[src/rtl/fpu_pkg.sv]
// Shared FPU definitions: FP32 field widths, exponent bias and the
// stage payload structs used by the int-to-float pipeline.
package fpu_pkg;

    localparam int EXP_W        = 8;
    localparam int FRAC_W       = 23;
    localparam int BIAS         = 127;
    localparam int INT_EXP_BASE = BIAS + 31;

    typedef struct packed {
        logic              sign;
        logic [EXP_W-1:0]  exp;
        logic [FRAC_W-1:0] frac;
    } fp32_t;

    // Raw request captured at acceptance.
    typedef struct packed {
        logic        valid;
        logic [31:0] data;
    } itofIn_t;

    typedef struct packed {
        logic        valid;
        logic        sign;
        logic [31:0] mag;
    } itofS1_t;

    typedef struct packed {
        logic             valid;
        logic             sign;
        logic             zero;
        logic [EXP_W-1:0] exp;
        logic [31:0]      norm;
    } itofS2_t;

endpackage

[src/rtl/lzc32.sv]
// Combinational leading-zero counter for a 32-bit word; an all-zero
// input reports 32.
module lzc32 (
    input  logic [31:0] data_i,
    output logic [5:0]  count_o
);

    // Scanning upward lets the highest set bit have the final say.
    always_comb begin
        count_o = 6'd32;
        for (int i = 0; i < 32; i++) begin
            if (data_i[i]) begin
                count_o = 6'(31 - i);
            end
        end
    end

endmodule

[src/rtl/itof_pipe.sv]
// Pipelined signed int32 to FP32 converter with a global-stall handshake.
// Define ITOF_RNE_EN for round-to-nearest-even; otherwise truncates toward zero.
module itof_pipe
    import fpu_pkg::*;
(
    input  logic        clk,
    input  logic        rst,
    input  logic        in_valid,
    output logic        in_ready,
    input  logic [31:0] in_data,
    output logic        out_valid,
    input  logic        out_ready,
    output logic [31:0] out_data
);

    itofIn_t s0_q, s0_d;
    itofS1_t s1_q, s1_d;
    itofS2_t s2_q, s2_d;
    logic    outValid_q, outValid_d;
    fp32_t   outData_q, outData_d;

    logic       stall;
    logic [5:0] lz;

    assign stall     = outValid_q & ~out_ready;
    assign in_ready  = ~stall & ~rst;
    assign out_valid = outValid_q;
    assign out_data  = outData_q;

    always_comb begin
        s0_d.valid = in_valid & in_ready;
        s0_d.data  = in_data;

        s1_d.valid = s0_q.valid;
        s1_d.sign  = s0_q.data[31];
        s1_d.mag   = s0_q.data[31] ? (~s0_q.data + 32'd1) : s0_q.data;
    end

    lzc32 uLzc (
        .data_i  (s1_q.mag),
        .count_o (lz)
    );

    always_comb begin
        s2_d.valid = s1_q.valid;
        s2_d.sign  = s1_q.sign;
        s2_d.zero  = (s1_q.mag == 32'd0);
        s2_d.exp   = 8'(INT_EXP_BASE) - {2'b00, lz};
        s2_d.norm  = s1_q.mag << lz;
    end

    logic [FRAC_W-1:0] fracTrunc;
    logic [FRAC_W-1:0] fracOut;
    logic [EXP_W-1:0]  expOut;
    logic              unusedNorm;

`ifdef ITOF_RNE_EN
    logic              guardBit;
    logic              stickyBit;
    logic              roundUp;
    logic              carry;
    logic [FRAC_W-1:0] fracRnd;

    // A carry out of the fraction can only come from an all-ones fraction,
    // so the rounded value is exactly the next power of two.
    always_comb begin
        fracTrunc        = s2_q.norm[30:8];
        guardBit         = s2_q.norm[7];
        stickyBit        = |s2_q.norm[6:0];
        roundUp          = guardBit & (stickyBit | fracTrunc[0]);
        {carry, fracRnd} = {1'b0, fracTrunc} + {{FRAC_W{1'b0}}, roundUp};
        fracOut          = carry ? '0 : fracRnd;
        expOut           = carry ? (s2_q.exp + 8'd1) : s2_q.exp;
        unusedNorm       = s2_q.norm[31];
    end
`else
    always_comb begin
        fracTrunc  = s2_q.norm[30:8];
        fracOut    = fracTrunc;
        expOut     = s2_q.exp;
        unusedNorm = ^{s2_q.norm[31], s2_q.norm[7:0]};
    end
`endif

    // Zero bypasses packing so it never shows up as -0 or with exponent 126.
    always_comb begin
        outValid_d = s2_q.valid;
        outData_d  = '0;
        if (!s2_q.zero) begin
            outData_d.sign = s2_q.sign;
            outData_d.exp  = expOut;
            outData_d.frac = fracOut;
        end
    end

    always_ff @(posedge clk) begin
        if (rst) begin
            s0_q       <= '0;
            s1_q       <= '0;
            s2_q       <= '0;
            outValid_q <= 1'b0;
            outData_q  <= '0;
        end else if (!stall) begin
            s0_q       <= s0_d;
            s1_q       <= s1_d;
            s2_q       <= s2_d;
            outValid_q <= outValid_d;
            outData_q  <= outData_d;
        end
    end

endmodule

[config.mk]
export PLATFORM = sky130hd
export DESIGN_NAME = itof_pipe
export DESIGN_NICKNAME = d
export VERILOG_FILES = /design/src/rtl/fpu_pkg.sv /design/src/rtl/lzc32.sv /design/src/rtl/itof_pipe.sv
export SDC_FILE = /design/constraint.sdc
export NUM_CORES = 1
export LEC_CHECK = 0
export ABC_AREA = 0
export CORE_UTILIZATION = 62
export DETAILED_ROUTE_END_ITERATION = 8
export PLACE_DENSITY = 0.85
export SLEW_MARGIN = 25
export SYNTH_ARGS = -nofsm -noshare
export SYNTH_HDL_FRONTEND = slang
export SYNTH_SLANG_ARGS = --single-unit
[constraint.sdc]
create_clock -name clk -period 4.67 [get_ports clk]
set_clock_uncertainty 0.1 [all_clocks]
set_input_delay 0.467 -clock clk [delete_from_list [all_inputs] [get_ports clk]]
set_output_delay 0.467 -clock clk [all_outputs]
set_load 0.01 [all_outputs]
Word-level counts from Yosys, hierarchy flattened. Cells that the tools add are included. W data, S select, Z words.

Register bits: 142. Logic and storage cells: 59.

Add/subtract/negate cells: 2. Shift operators: 1. Muxes and demuxes: 34. Bitwise logic cells: 7. Reductions and logical operators: 1.

Operators by type and width (count): $mux W6 (32); $mux W32 (2); $add A32 B1 Y32 const B (1); $logic_not A32 Y1 (1); $not A32 Y32 (1); $shl A32 B6 Y31 (1); $sub A8 B6 Y8 const A (1); $and A1 B1 Y1 (3); $not A1 Y1 (3).

Depth between registers and ports, before layout.
Word-level depth: 33. Depth in mapped cells: 13. Gate-level depth less buffers: 10.

Modules after synthesis. A second synthesis with hierarchy kept.

Cell total of the unflattened synthesis: 827. Area total of the unflattened synthesis: 7123.1 µm².

Modules (own cells, without submodules): itof_pipe (times used 1, cells an instance 762, area each 6755.2 µm², sequential area each 2682.6 µm²); lzc32 (times used 1, cells an instance 65, area each 367.9 µm², sequential area each 0.0 µm²).

Least setup slack after synthesis. OpenSTA, ideal clock, no wires.

Path type: register to register. From: register s1_q[0] (netlist name). To: register s2_q, in the netlist fracOut[16]. Data arrival time: 2589 ps. Slack: 1835 ps. Stages on the path, launching flop included: 11. Path through: dfxtp_1 -> buf_6 -> or4_4 -> a211oi_4 -> o21ai_2 -> nand2_4 -> mux2_2 -> a21oi_1 -> o21ai_1 -> a222oi_1 -> o221ai_1.

Word-level cells in the longest chain between the ends: 33.

RTL lines: start: declaration (RTL line itof_pipe.sv:17) `itofS1_t s1_q, s1_d;`; start signal: assignment (RTL line itof_pipe.sv:99) `s1_q <= '0;`; start signal: assignment (RTL line itof_pipe.sv:105) `s1_q <= s1_d;`; $mux W6 (32 in series) (RTL line lzc32.sv:12) `if (data_i[i]) begin`; $shl A32 B6 Y31 (*) (RTL line itof_pipe.sv:49) `s2_d.norm = s1_q.mag << lz;`; end signal: assignment (RTL line itof_pipe.sv:100) `s2_q <= '0;`; end signal: assignment (RTL line itof_pipe.sv:106) `s2_q <= s2_d;`; end: declaration (RTL line itof_pipe.sv:18) `itofS2_t s2_q, s2_d;`.

Mark *: on every way between the ends. The rest lies on a longest branch, timed or not. A chain may end at the register's enable or synchronous reset.

Worst setup path after layout.
From: register s1_q[16] (netlist name). To: register s2_q, in the netlist fracOut[21].

Word-level cells in the longest chain between the ends: 17.

RTL lines (RTL line): $mux W6 (16 in series) (lzc32.sv:12); $shl A32 B6 Y31 (*) (itof_pipe.sv:49).

Marked as above.

==> flow_summary.yaml <==
status:
  outcome: "finished with violations"
  failed_checks: "DRC"
die:
  die_area_sq_um: 12400
  io_pins: 70
  core.rowCount: 39
  core_area_sq_um: 11500
  die_h_um: 111
  width_of_the_die_um: 111
  start_util_pct: 64.4
pwr:
  internal_power_mw: 2.47
  worst_ir_drop_on_vdd_v: 0.000419
  power_mw: 3.68
  pwr-share-clk_pct: 34.2
  power_frac_comb_pct: 27.7
  power.density_cell_area_nw_per_um2: 429
  leakage_power_nw: 3.32
  total_switching_power_mw: 1.21
  seq_power_share_pct: 38.1
  sw_frac_of_total_pct: 32.8
cts:
  clock-root-buffer: "sky130_fd_sc_hd__clkbuf_16"
  clock_insertion_delay_worst_skew_ns: 0.42
  number_of_buffers_created_by_cts: 17
  cts-resized-gates: 0
  path_clk_slew_ns: 0.06
  h-tree-depth: 4
  post-cts-setup-buffers: 0
  clock_sinks: 134
  cts_hold_repair.buffers: 0
  cts_max_path_buffers: 2
  cts_tree: "built"
synth:
  netlist_instances: 923
  ys_ff_latch: 134
  synth.area.top_cells: "sky130_fd_sc_hd__dfxtp_1 36%, sky130_fd_sc_hd__nand2_1 7.8%, sky130_fd_sc_hd__a21oi_1 5.7%"
  post_synth_num_cell_types: 77
  synth-async-reset-ratio_pct: 0
  mappedNetlistArea_sq_um: 7420
  yosys_most_used_dff: "sky130_fd_sc_hd__dfxtp_1"
  synth_nets: 961
  syn_avg_cell_area_sq_um: 8.04
  yosys_warnings: 0
  synth.top_cell.area_share_pct: 36.2
  yosysTopAreaCell: "sky130_fd_sc_hd__dfxtp_1"
  post_synthesis_sequential_area_ratio_pct: 36.2
  synth-edff-count: 0
grt:
  grt_first_pass_wirelength_mm: 33.8
  antenna_found_initial: 0
  grt_start_max_net_pins: 96
  globalRouteOverflowTotal: 0
  first_global_vias: 6742
  groute.usage.overall_pct: 34.2
drt:
  antenna_violating_nets_post_route: 0
  avgViaCountPerCell: 6.47
  drc: 11
  routed_wirelength_mm: 20.7
  drt_first_pass_iters: 8
  wl_per_cell_um: 19.0
  detailroute.via_count: 7074
  drt_iter0_markers: 658
final_layout:
  layout.cells.most_common: "sky130_fd_sc_hd__nand2_1"
  finish.net_count: 976
  layout.cells.most_common_list: "154 x sky130_fd_sc_hd__nand2_1, 133 x sky130_fd_sc_hd__dfxtp_1, 85 x sky130_fd_sc_hd__a21oi_1"
  syn2layout_area_growth_pct: 15.4
  layout-drive-gt1-share_pct: 8.41
  num_antenna_cells: 0
critical_path:
  critPathCaptureType: "flip-flop"
  req_time_crit_path_ns: 4.87
  worst-path-max-fanout: 27
  crit_arrival_ns: 3.70
  setup.worst_path.start_class: "flip-flop"
  timing.setup.critical_path_class: "reg2reg"
sta:
  grt_setup_unrepaired: "no"
  post-route-min-period_ns: 3.50
  setup_violations: 0
  finalSetupTns_ns: 0
  final_min_period_over_clock_period_pct: 75.0
  max_transition_margin_pct: 32.6
  maxClockFrequency_ghz: 0.285
  final_max_slew_viol_count: 0
  final-hold-violation-count: 0
  worstMarginPinSlew_ns: 1.00
hold_path:
  hold_class: "reg2reg"
run:
  cap_viol_max_count: 0
place:
  port-buffer-count: 69
  final_weighted_congestion_in_routability_driven_placement: 0.964
  detailed_placement_wirelength_estimate_mm: 14.2
==> synthesized netlist by cell type, types with 6 or more instances <==
library cell	count
sky130_fd_sc_hd__a22oi_1	14
sky130_fd_sc_hd__buf_2	13
sky130_fd_sc_hd__xor2_1	28
sky130_fd_sc_hd__a21oi_1	85
sky130_fd_sc_hd__a31oi_1	8
sky130_fd_sc_hd__nand3b_1	9
sky130_fd_sc_hd__or4_1	8
sky130_fd_sc_hd__a221o_1	6
sky130_fd_sc_hd__o21ai_0	18
sky130_fd_sc_hd__o22ai_1	7
sky130_fd_sc_hd__dfxtp_1	134
sky130_fd_sc_hd__mux2i_1	33
sky130_fd_sc_hd__a22o_1	26
sky130_fd_sc_hd__o211ai_1	9
sky130_fd_sc_hd__o31ai_1	9
sky130_fd_sc_hd__a221oi_1	7
sky130_fd_sc_hd__clkbuf_1	56
sky130_fd_sc_hd__o21ai_1	10
sky130_fd_sc_hd__buf_6	6
sky130_fd_sc_hd__inv_1	13
sky130_fd_sc_hd__buf_1	8
sky130_fd_sc_hd__a211oi_1	35
sky130_fd_sc_hd__nor3_1	12
sky130_fd_sc_hd__nand2_1	154
sky130_fd_sc_hd__nand2b_1	8
sky130_fd_sc_hd__nor2_1	82
sky130_fd_sc_hd__and3_1	10
sky130_fd_sc_hd__nand3_1	11
==> per-stage QoR <==
stage	hold WS (ns)	setup slack, ns	instance area [sq um]	instances	util, %
5_1_grt	0.362	0.845	8560	1094	74.3
2_1_floorplan	0.326	1.84	7420	923	-
6_report	0.351	1.17	8560	1094	74.3
4_1_cts	0.352	1.25	8560	1094	74.3
3_5_place_dp	0.343	1.29	8000	1062	69.5
3_3_place_gp	0.339	1.39	8000	1062	69.5
==> logic make-up after synthesis <==
family / Yosys count / synth area share [%]
adder cells (fa/ha/maj): 2 / 0.337
XOR/XNOR: 32 / 3.78
multiplexers: 43 / 6.27
flip-flops: 134 / 36.2
AND/OR/NAND/NOR: 331 / 21.0
AO/OA/AOI/OAI: 282 / 26.7
buffers and inverters: 99 / 5.83
==> power by group through the flow <==
stage	sequential [mW]	clock [mW]	combinational [mW]
after global routing	1.42	1.32	1.09
final	1.40	1.26	1.02
after floorplan	1.37	0	0.747
after CTS	1.40	1.26	0.996
after detailed placement	1.42	0	0.987
after global placement	1.41	0	0.974
==> final timing paths <==
check,from,endpoint,slack (ns),depth (start not counted)
worst min-delay path,out_data[27],out_data[27],0.35,2
worst min register to register,out_data[27],out_data[27],0.35,2
worst max-delay path,s1_q[16],fracOut[21],1.17,10
worst max register to register,s1_q[16],fracOut[21],1.17,10
==> sequential cells by signal, summed over array words and instances, names as in the netlist <==
signal and count:
expOut 8, outValid_d 1, s1_q 34, out_data 32
out_valid 1, fracOut 23, s0_q 33, s2_q 2
==> routing by layer <==
metal | global-route usage (%) | vias to the layer above | part of all wire (%)
li1 | - | 3370 | -
met1 | 39.8 | 3339 | 41
met2 | 60.8 | 304 | 50
met3 | 7.35 | 61 | 5.8
met4 | 14.7 | 0 | 3.4
met5 | 0 | - | 0
==> area by class of cell <==
cell class / count / area (sq um)
Clock buffer: 25 / 485
Clock inverter: 7 / 70.1
Fill cell: 838 / 2960
Inverter: 16 / 60.1
Multi-Input combinational cell: 690 / 4320
Sequential cell: 134 / 2680
Tap cell: 143 / 179
Timing Repair Buffer: 79 / 761
==> worst max-delay path, cell delays in order, from the launching register on <==
cell and delay (ns):
sky130_fd_sc_hd__dfxtp_1 0.40, sky130_fd_sc_hd__nor4_1 0.47, sky130_fd_sc_hd__nand2_1 0.11, sky130_fd_sc_hd__a31oi_1 0.17, sky130_fd_sc_hd__o21a_1 0.52, sky130_fd_sc_hd__inv_2 0.38, sky130_fd_sc_hd__a32oi_1 0.33, sky130_fd_sc_hd__a22oi_1 0.20
sky130_fd_sc_hd__mux2_1 0.33, sky130_fd_sc_hd__a211oi_1 0.24, sky130_fd_sc_hd__o32ai_1 0.12
No activity file was read; power rests on OpenSTA's default activity.
